===== src/rtl/mdu_issue.sv =====
`default_nettype none
// ============================================================================
// Module      : mdu_issue
// Description : Issue and interlock control between the E stage and a
//               multi-cycle multiply/divide unit (MDU).
//               - Arbitrates the E-stage request fields. Arithmetic ops win
//                 over move-to, and move-to wins over move-from.
//               - Stalls the pipeline while an MDU op is in flight.
//               - Drives the op code and the move-to strobe to the MDU.
//               - Returns HI/LO for move-from requests.
//               - Flags MDU latency overruns and illegal op codes through a
//                 sticky error bit.
//               - Counts accepted arithmetic ops.
//
// Ports       : clk, reset            - clock, synchronous active-high reset
//               E_MDUStart/E_MDUOp    - E-stage arithmetic request, op code
//               E_MTHILO/E_MFHILO     - E-stage move-to / move-from requests
//               E_SrcA/E_SrcB         - E-stage operands (passed to the MDU)
//               E_Flush               - E-stage instruction squashed
//               MDU_Busy/HI/LO        - MDU status and result registers
//               MDU_Op/MDU_MTHILO     - commands driven to the MDU
//               MDU_SrcA/MDU_SrcB     - operands driven to the MDU
//               Stall                 - freeze the pipeline at E
//               E_MDUData             - HI/LO data for an accepted move-from
//               TimeoutErr            - sticky error flag
//               OpCount               - accepted arithmetic op counter
//
// Revision    : 1.0 - initial release
// ============================================================================
module mdu_issue #(
    parameter int MULT_CYCLES   = 5,
    parameter int DIV_CYCLES    = 10,
    parameter int TIMEOUT_SLACK = 3
) (
    input  logic        clk,
    input  logic        reset,
    input  logic        E_MDUStart,
    input  logic [3:0]  E_MDUOp,
    input  logic [1:0]  E_MTHILO,
    input  logic [1:0]  E_MFHILO,
    input  logic [31:0] E_SrcA,
    input  logic [31:0] E_SrcB,
    input  logic        E_Flush,
    input  logic        MDU_Busy,
    input  logic [31:0] MDU_HI,
    input  logic [31:0] MDU_LO,
    output logic [3:0]  MDU_Op,
    output logic [1:0]  MDU_MTHILO,
    output logic [31:0] MDU_SrcA,
    output logic [31:0] MDU_SrcB,
    output logic        Stall,
    output logic [31:0] E_MDUData,
    output logic        TimeoutErr,
    output logic [15:0] OpCount
);

    // ------------------------------------------------------------------
    // Constants
    // ------------------------------------------------------------------
    localparam logic [0:0] c_ST_IDLE = 1'b0;
    localparam logic [0:0] c_ST_WAIT = 1'b1;

    localparam logic [3:0] c_OP_IDLE = 4'b1111;
    localparam logic [1:0] c_MT_IDLE = 2'b00;
    localparam logic [1:0] c_MF_LO   = 2'b01;
    localparam logic [1:0] c_MF_HI   = 2'b11;

    // The latency budget includes the slack: the counter reaching zero
    // while the MDU still reports busy means the op overran.
    localparam int c_MULT_LAT = MULT_CYCLES + TIMEOUT_SLACK;
    localparam int c_DIV_LAT  = DIV_CYCLES + TIMEOUT_SLACK;
    localparam int c_MAX_LAT  = (c_MULT_LAT > c_DIV_LAT) ? c_MULT_LAT : c_DIV_LAT;
    localparam int c_CNT_W    = (c_MAX_LAT < 2) ? 1 : $clog2(c_MAX_LAT + 1);

    localparam logic [c_CNT_W-1:0] c_MULT_LOAD = c_CNT_W'(c_MULT_LAT);
    localparam logic [c_CNT_W-1:0] c_DIV_LOAD  = c_CNT_W'(c_DIV_LAT);
    localparam logic [c_CNT_W-1:0] c_CNT_ZERO  = '0;
    localparam logic [c_CNT_W-1:0] c_CNT_ONE   = c_CNT_W'(1);

    // ------------------------------------------------------------------
    // State
    // ------------------------------------------------------------------
    logic [0:0]         r_state;
    logic [0:0]         w_state_next;
    logic               r_first;        // first WAIT cycle: MDU_Busy not yet valid
    logic [c_CNT_W-1:0] r_cnt;          // remaining latency budget
    logic [15:0]        r_opcount;
    logic               r_err;

    // ------------------------------------------------------------------
    // Request decode and arbitration
    // ------------------------------------------------------------------
    logic               w_req;
    logic               w_stall;
    logic               w_accept;
    logic               w_acc_arith;
    logic               w_acc_mt;
    logic               w_acc_mf;
    logic               w_op_legal;
    logic               w_issue;
    logic               w_illegal;
    logic               w_is_div;
    logic               w_timeout;
    logic [c_CNT_W-1:0] w_lat_load;

    // Reset is folded into the request so every combinational output
    // falls back to its idle value while reset is held.
    assign w_req = ~reset & ~E_Flush & (E_MDUStart | E_MTHILO[0] | E_MFHILO[0]);

    // While in WAIT the stall holds even in the cycle the MDU goes idle.
    // The request is then accepted one cycle later, from IDLE.
    assign w_stall  = w_req & ((r_state == c_ST_WAIT) | MDU_Busy);
    assign w_accept = w_req & ~w_stall;

    // Fixed priority: arithmetic > move-to > move-from.
    assign w_acc_arith = w_accept & E_MDUStart;
    assign w_acc_mt    = w_accept & ~E_MDUStart & E_MTHILO[0];
    assign w_acc_mf    = w_accept & ~E_MDUStart & ~E_MTHILO[0] & E_MFHILO[0];

    assign w_op_legal = ~E_MDUOp[3];
    assign w_issue    = w_acc_arith & w_op_legal;
    assign w_illegal  = w_acc_arith & ~w_op_legal;

    // Op codes 2 and 3 are the divide class.
    assign w_is_div   = (E_MDUOp[3:1] == 3'b001);
    assign w_lat_load = w_is_div ? c_DIV_LOAD : c_MULT_LOAD;

    // ------------------------------------------------------------------
    // FSM: state register
    // ------------------------------------------------------------------
    always_ff @(posedge clk) begin
        if (reset) begin
            r_state <= c_ST_IDLE;
        end else begin
            r_state <= w_state_next;
        end
    end

    // ------------------------------------------------------------------
    // FSM: next-state logic
    // ------------------------------------------------------------------
    always_comb begin
        w_state_next = r_state;
        w_timeout    = 1'b0;
        case (r_state)
            c_ST_IDLE: begin
                if (w_issue) begin
                    w_state_next = c_ST_WAIT;
                end
            end
            c_ST_WAIT: begin
                if (!r_first && !MDU_Busy) begin
                    w_state_next = c_ST_IDLE;
                end else if (r_cnt <= c_CNT_ONE) begin
                    // Budget runs out at this edge. If the MDU is still
                    // busy, that is an overrun. The block leaves WAIT in
                    // either case so the pipeline cannot lock up.
                    w_state_next = c_ST_IDLE;
                    w_timeout    = MDU_Busy;
                end
            end
            default: begin
                w_state_next = c_ST_IDLE;
            end
        endcase
    end

    // ------------------------------------------------------------------
    // FSM: outputs
    // ------------------------------------------------------------------
    always_comb begin
        MDU_Op     = c_OP_IDLE;
        MDU_MTHILO = c_MT_IDLE;
        E_MDUData  = 32'd0;
        Stall      = w_stall;
        if (w_issue) begin
            MDU_Op = E_MDUOp;
        end
        if (w_acc_mt) begin
            MDU_MTHILO = E_MTHILO;
        end
        if (w_acc_mf) begin
            if (E_MFHILO == c_MF_HI) begin
                E_MDUData = MDU_HI;
            end else if (E_MFHILO == c_MF_LO) begin
                E_MDUData = MDU_LO;
            end
        end
    end

    // ------------------------------------------------------------------
    // Latency counter and first-cycle marker
    // ------------------------------------------------------------------
    always_ff @(posedge clk) begin
        if (reset) begin
            r_cnt   <= c_CNT_ZERO;
            r_first <= 1'b0;
        end else begin
            r_first <= w_issue;
            if (w_issue) begin
                r_cnt <= w_lat_load;
            end else if (r_state == c_ST_WAIT) begin
                if (w_state_next == c_ST_IDLE) begin
                    r_cnt <= c_CNT_ZERO;
                end else if (r_cnt != c_CNT_ZERO) begin
                    r_cnt <= r_cnt - c_CNT_ONE;
                end
            end
        end
    end

    // ------------------------------------------------------------------
    // Op counter and sticky error
    // ------------------------------------------------------------------
    always_ff @(posedge clk) begin
        if (reset) begin
            r_opcount <= 16'd0;
            r_err     <= 1'b0;
        end else begin
            if (w_issue) begin
                r_opcount <= r_opcount + 16'd1;
            end
            if (w_timeout || w_illegal) begin
                r_err <= 1'b1;
            end
        end
    end

    assign MDU_SrcA   = E_SrcA;
    assign MDU_SrcB   = E_SrcB;
    assign TimeoutErr = r_err;
    assign OpCount    = r_opcount;

endmodule
`default_nettype wire


===== config.mk =====
export PLATFORM = sky130hd
export DESIGN_NAME = mdu_issue
export DESIGN_NICKNAME = d
export VERILOG_FILES = /design/src/rtl/mdu_issue.sv
export SDC_FILE = /design/constraint.sdc
export NUM_CORES = 1
export LEC_CHECK = 0
export CORE_AREA = 5 5 97 99
export CTS_BUF_LIST = sky130_fd_sc_hd__clkbuf_2
export DETAILED_ROUTE_END_ITERATION = 10
export DIE_AREA = 0 0 102 104
export PLACE_DENSITY = 0.84
export SYNTH_ARGS = -nofsm -noshare
export SYNTH_HDL_FRONTEND = slang
export SYNTH_SLANG_ARGS = --single-unit

===== constraint.sdc =====
create_clock -name clk -period 3.03 [get_ports clk]
set_input_delay 0.606 -clock clk [delete_from_list [all_inputs] [get_ports clk]]
set_output_delay 0.606 -clock clk [all_outputs]
set_load 0.005 [all_outputs]

## Word level (Yosys, flattened, before mapping)

Index checks and enable logic that the tools add are counted.

- Register bits after elaboration: 23
- Memory bits (read-only): 0
- Word-level logic and storage cells: 57
- Memories kept: 0
- Output and inout bits: 120
- Input port bits: 141
- Bits in latches: 0
- Bits in writable memories: 0

- Mux-type cells: 17
- Bitwise gates (word level): 21
- Equality and inequality tests: 4
- $add $sub $neg: 2
- Divide/modulo/power cells: 0
- Reduce and logical (&&, ||, !) cells: 7
- Shifts and indexed selects: 0
- $mul: 0
- Order comparisons: 1

Operators with widths:

| kind | number |
|---|---|
| $mux 32 | 3 |
| $mux 4 | 5 |
| $add 16x1->16 const B | 1 |
| $and 1x1->1 | 11 |
| $not 1->1 | 7 |
| $mux 1 | 6 |
| $le 4x1->1 const B | 1 |
| $reduce_bool 4->1 | 1 |
| $sub 4x1->4 const B | 1 |
| $eq 3x1->1 const B | 1 |
| $mux 3 | 1 |
| $ne 3x1->1 const B | 1 |
| $or 1x1->1 | 3 |
| $eq 2x1->1 const B | 1 |
| $eq 2x2->1 const B | 1 |
| $logic_not 1->1 | 2 |
| $mux 2 | 1 |
| $pmux 1 s2 | 1 |
| $reduce_and 2->1 | 1 |
| $reduce_bool 2->1 | 1 |
| $logic_and 1x1->1 | 1 |
| $logic_or 1x1->1 | 1 |

## Depth between registers and ports, before layout

- Depth in word-level cells: 13
- Mapped depth: 6

## Worst setup path after synthesis

OpenSTA, ideal clock, no wires.

- Kind: input port to output port
- Start: input reset
- End: output MDU_MTHILO[1]
- Buffers on the path: 1
- Arrival time: 1.786 ns
- Slack: 0.638 ns
- Data required time: 2.424 ns
- Stages on the path: 4
- Cells stage by stage: or4_4 > clkbuf_1 > nor3b_1 > and2_1

- Cells in the longest elaborated chain, start to end: 9

RTL lines:

| item | line | RTL |
|---|---|---|
| from (decl) | 36 | `input logic reset,` |
| $not 1->1 * | 108 | `assign w_req = ~reset & ~E_Flush & (E_MDUStart \| E_MTHILO[0] \| E_MFHILO[0]);` |
| $and 1x1->1 * (2 in series) | 108 |  |
| $and 1x1->1 | 112 | `assign w_stall = w_req & ((r_state == c_ST_WAIT) \| MDU_Busy);` |
| $not 1->1 | 113 | `assign w_accept = w_req & ~w_stall;` |
| $and 1x1->1 * | 113 |  |
| $and 1x1->1 * (2 in series) | 117 | `assign w_acc_mt = w_accept & ~E_MDUStart & E_MTHILO[0];` |
| $mux 2 * | 179 | `if (w_acc_mt) begin` |
| to (decl) | 48 | `output logic [1:0] MDU_MTHILO,` |

Every way passes the cells marked *; elsewhere a longest branch is shown, timed or not.

## Final worst setup path

- Start: input MDU_Busy
- End: output MDU_Op[0]

- Cells in the longest elaborated chain, start to end: 7

RTL lines:

| item | line | RTL |
|---|---|---|
| from (decl) | 44 | `input logic MDU_Busy,` |
| $or 1x1->1 | 112 |  |
| $and 1x1->1 | 112 |  |
| $not 1->1 | 113 |  |
| $and 1x1->1 | 113 |  |
| $and 1x1->1 | 116 | `assign w_acc_arith = w_accept & E_MDUStart;` |
| $and 1x1->1 | 121 | `assign w_issue = w_acc_arith & w_op_legal;` |
| $mux 4 | 176 | `if (w_issue) begin` |
| to (decl) | 47 | `output logic [3:0] MDU_Op,` |

No other way between the ends.

==> run summary <==
status -> completed
Reg2Reg Launch Point -> r_state
worst slew pin tran -> 0.5053 ns
worst reg-to-reg setup slack -> 0.57 ns
FF+latch count, synth -> 23
min-delay worst type -> flip-flop to flip-flop
routed len/inst -> 16.26 um
Clock Tree Buf Depth -> 2
Post-synth top cells -> 64 x buf_4, 43 x nor2_1, 32 x mux2i_1
initial antenna violation count -> 0
Post-Route Skew -> 0.009200 ns
core area -> 8466 um^2
Mapped Area -> 2098 um^2
largest net degree at the start of global routing -> 33
Combinational Power Share -> 31.0%
Buf/Inv on CP -> 3
Synth area leaders -> buf_4 23%, dfxtp_1 22%, mux2i_1 15%
Hold Path Stages -> 2
total track usage -> 13.02%
IO Pins -> 261
Leak -> 0.001356 uW
CTS tree -> yes
minimum clock period -> 2.980 ns
Post-Route WL -> 7.478 mm
Sequential Power Share -> 49.4%
fillers -> 867
total number of vias -> 2202
ANT cells -> 0
switching power -> 157.3 uW
1st-pass router iterations -> 4
TritonCTS buffer count -> 3
CP top delay family -> simple AND/OR/NAND/NOR gates
DRC violations left -> 0
starting DRC count in detailed routing -> 90
Final ANT Viol Nets -> 0
hold buffer count at cts -> 0
sequential area share after synthesis -> 21.94%
Pwr Density -> 195.9 nW/um^2
first-pass GRT wire length -> 11.22 mm
vias in the first global route -> 2215
cell taking the most area after synthesis -> buf_4
max incr delay on CP -> 0.58 ns
fin nets -> 497
worst endpoint required time -> 2.42 ns
WP data arrival -> 2.37 ns
die area -> 10610 um^2
Final Hold Fails -> 0
placer's final routability congestion estimate -> 0.7539
multi-input gate area in the final layout -> 1105 um^2
Area Overhead vs Synth -> 51.70%
synth unique cells -> 35
hold worst-path end -> OpCount[15]
Internal -> 466.4 uW
post-synthesis cell count -> 275
Peak Freq -> 335.6 MHz
crit-path cells -> clkdlybuf4s50_1, or4_4, buf_8, or3_1, dlygate4sd2_1
Total Power -> 623.7 uW
switching share of power -> 25.22%
Setup CP Type -> input port to output pin
reg2reg end -> OpCount[13]
Clock Power Share -> 19.6%
Post-synth EDFFs -> 0
Root Buffer -> clkbuf_2
most common cell in the netlist -> buf_4
worst hold path startpoint -> OpCount[15]
Port Buffer Count -> 132
CP Depth -> 5
GRT Residual Overflow -> 0
CTS Sinks -> 23
H-tree depth -> 1
Std-Cell Rows -> 34
CP Max Fanout -> 8
vias per inst -> 4.787
initial core utilization -> 24.79%
die height -> 104 um
post-DP HPWL -> 6.300 mm
post-route clock period utilization -> 98.34%
R2R cell count -> 6
Setup crit start kind -> input port
post-layout util -> 37.60%
area share of the largest cell type after synthesis -> 22.90%
Pins Over Slew Limit -> 0
worst-skew pair later-pin latency -> 0.33 ns
Worst setup EP type -> output pin
layout cells sized above 1 -> 7.670%
Synth Flop Type -> dfxtp_1
maxcap violations -> 0
maximum vdd drop -> 0.1133 mV
post-synthesis async set-or-reset flop share -> 0%
register area -> 460.4 um^2
Worst path slowest cell -> or4_4
syn_nets -> 419
Syn Area/Cell -> 7.630 um^2
Die X -> 102 um
total setup violations reported at the end of the flow -> 0
Clock Pin Slew Worst Setup and Hold Paths -> 0.21 ns
Max transition margin -> 66.03%
RSZ-0062 raised after global routing -> no
Ys Warns -> 0
[placed cells by master, fill, tap and decap left out, drive strengths merged, types with 4 or more instances in the layout]
cell / count
a21oi: 11
buf: 18
clkdlybuf4s50: 93
dfxtp: 23
dlygate4sd2: 37
inv: 8
mux2i: 32
nand2: 7
nand3: 5
nand4: 4
nor2: 43
nor3: 6
nor4: 4
o21ai: 10
or3: 12
or4: 4
xnor2: 7
[worst reg2reg max path: stages (launching register included)]
cell	delay, ns
dfxtp_1	0.45
or4_4	0.55
buf_8	0.15
or4_1	0.68
buf_4	0.21
o21ai_0	0.24
a21oi_1	0.09
[metal layers]
metal / wire length, um / track usage [%] / up-vias
li1: - / - / 1043
met1: 2679 / 13.99 / 994
met2: 3853 / 23.35 / 147
met3: 785 / 4.427 / 18
met4: 160 / 4.311 / 0
met5: 0 / 0 / -
[registers in the layout, indices dropped and copies added (netlist names)]
name,flops
TimeoutErr,1
OpCount,16
r_state,1
r_first,1
r_cnt,4
[worst max path at each step]
stage / from / to / slack [ns]
after floorplan: reset / MDU_MTHILO[1] / 0.64
after global placement: reset / MDU_MTHILO[1] / -0.19
after detailed placement: reset / E_MDUData[28] / -0.22
after CTS: reset / E_MDUData[22] / -0.08
after global routing: MDU_Busy / MDU_Op[0] / 0.005
final: MDU_Busy / MDU_Op[0] / 0.05
[logic make-up (layout without fill, tap and decap cells)]
kind of cell	after synthesis	in the layout	synth area share [%]
AO/OA/AOI/OAI	31	31	8.825
XOR/XNOR	7	7	2.922
adder cells (fa/ha/maj)	3	3	1.789
buffers and inverters	84	161	26.59
flip-flops	23	23	21.94
multiplexers	32	32	15.27
AND/OR/NAND/NOR	95	95	22.66
[cell type report]
class	instances	area share (%)
timing repair buffer	149	45.01
multi-input combinational	168	34.71
sequential	23	14.47
tap	108	4.245
inverter	8	0.9434
clock buffer	3	0.4717
clock inverter	1	0.1572
[what timing repair did]
action | in CTS | in global routing
setup buffers | 0 | 4
pin swaps | 1 | 3
endpoints found under the setup margin | 38 | 2
gates resized for setup | 42 | 2
[stage by stage]
step	worst slack, ns	TNS (ns)	hold slack [ns]	cell area, um^2	instances
2_1_floorplan	0.6385	0	0.4743	2098	275
3_3_place_gp	-0.1865	-3.755	0.4700	3144	452
3_5_place_dp	-0.2166	-7.132	0.4915	3144	452
4_1_cts	-0.08235	-0.08235	0.5140	3147	456
5_1_grt	0.005239	0	0.5635	3183	460
6_report	0.05017	0	0.5052	3183	460
[power by group through the flow]
stage	registers, uW	clock network [uW]	logic, uW
6_report	308	122	193
5_1_grt	309	143	206
3_5_place_dp	314	0	190
4_1_cts	308	128	192
2_1_floorplan	313	0	124
3_3_place_gp	314	0	188
No activity file was read; power rests on OpenSTA's default activity.
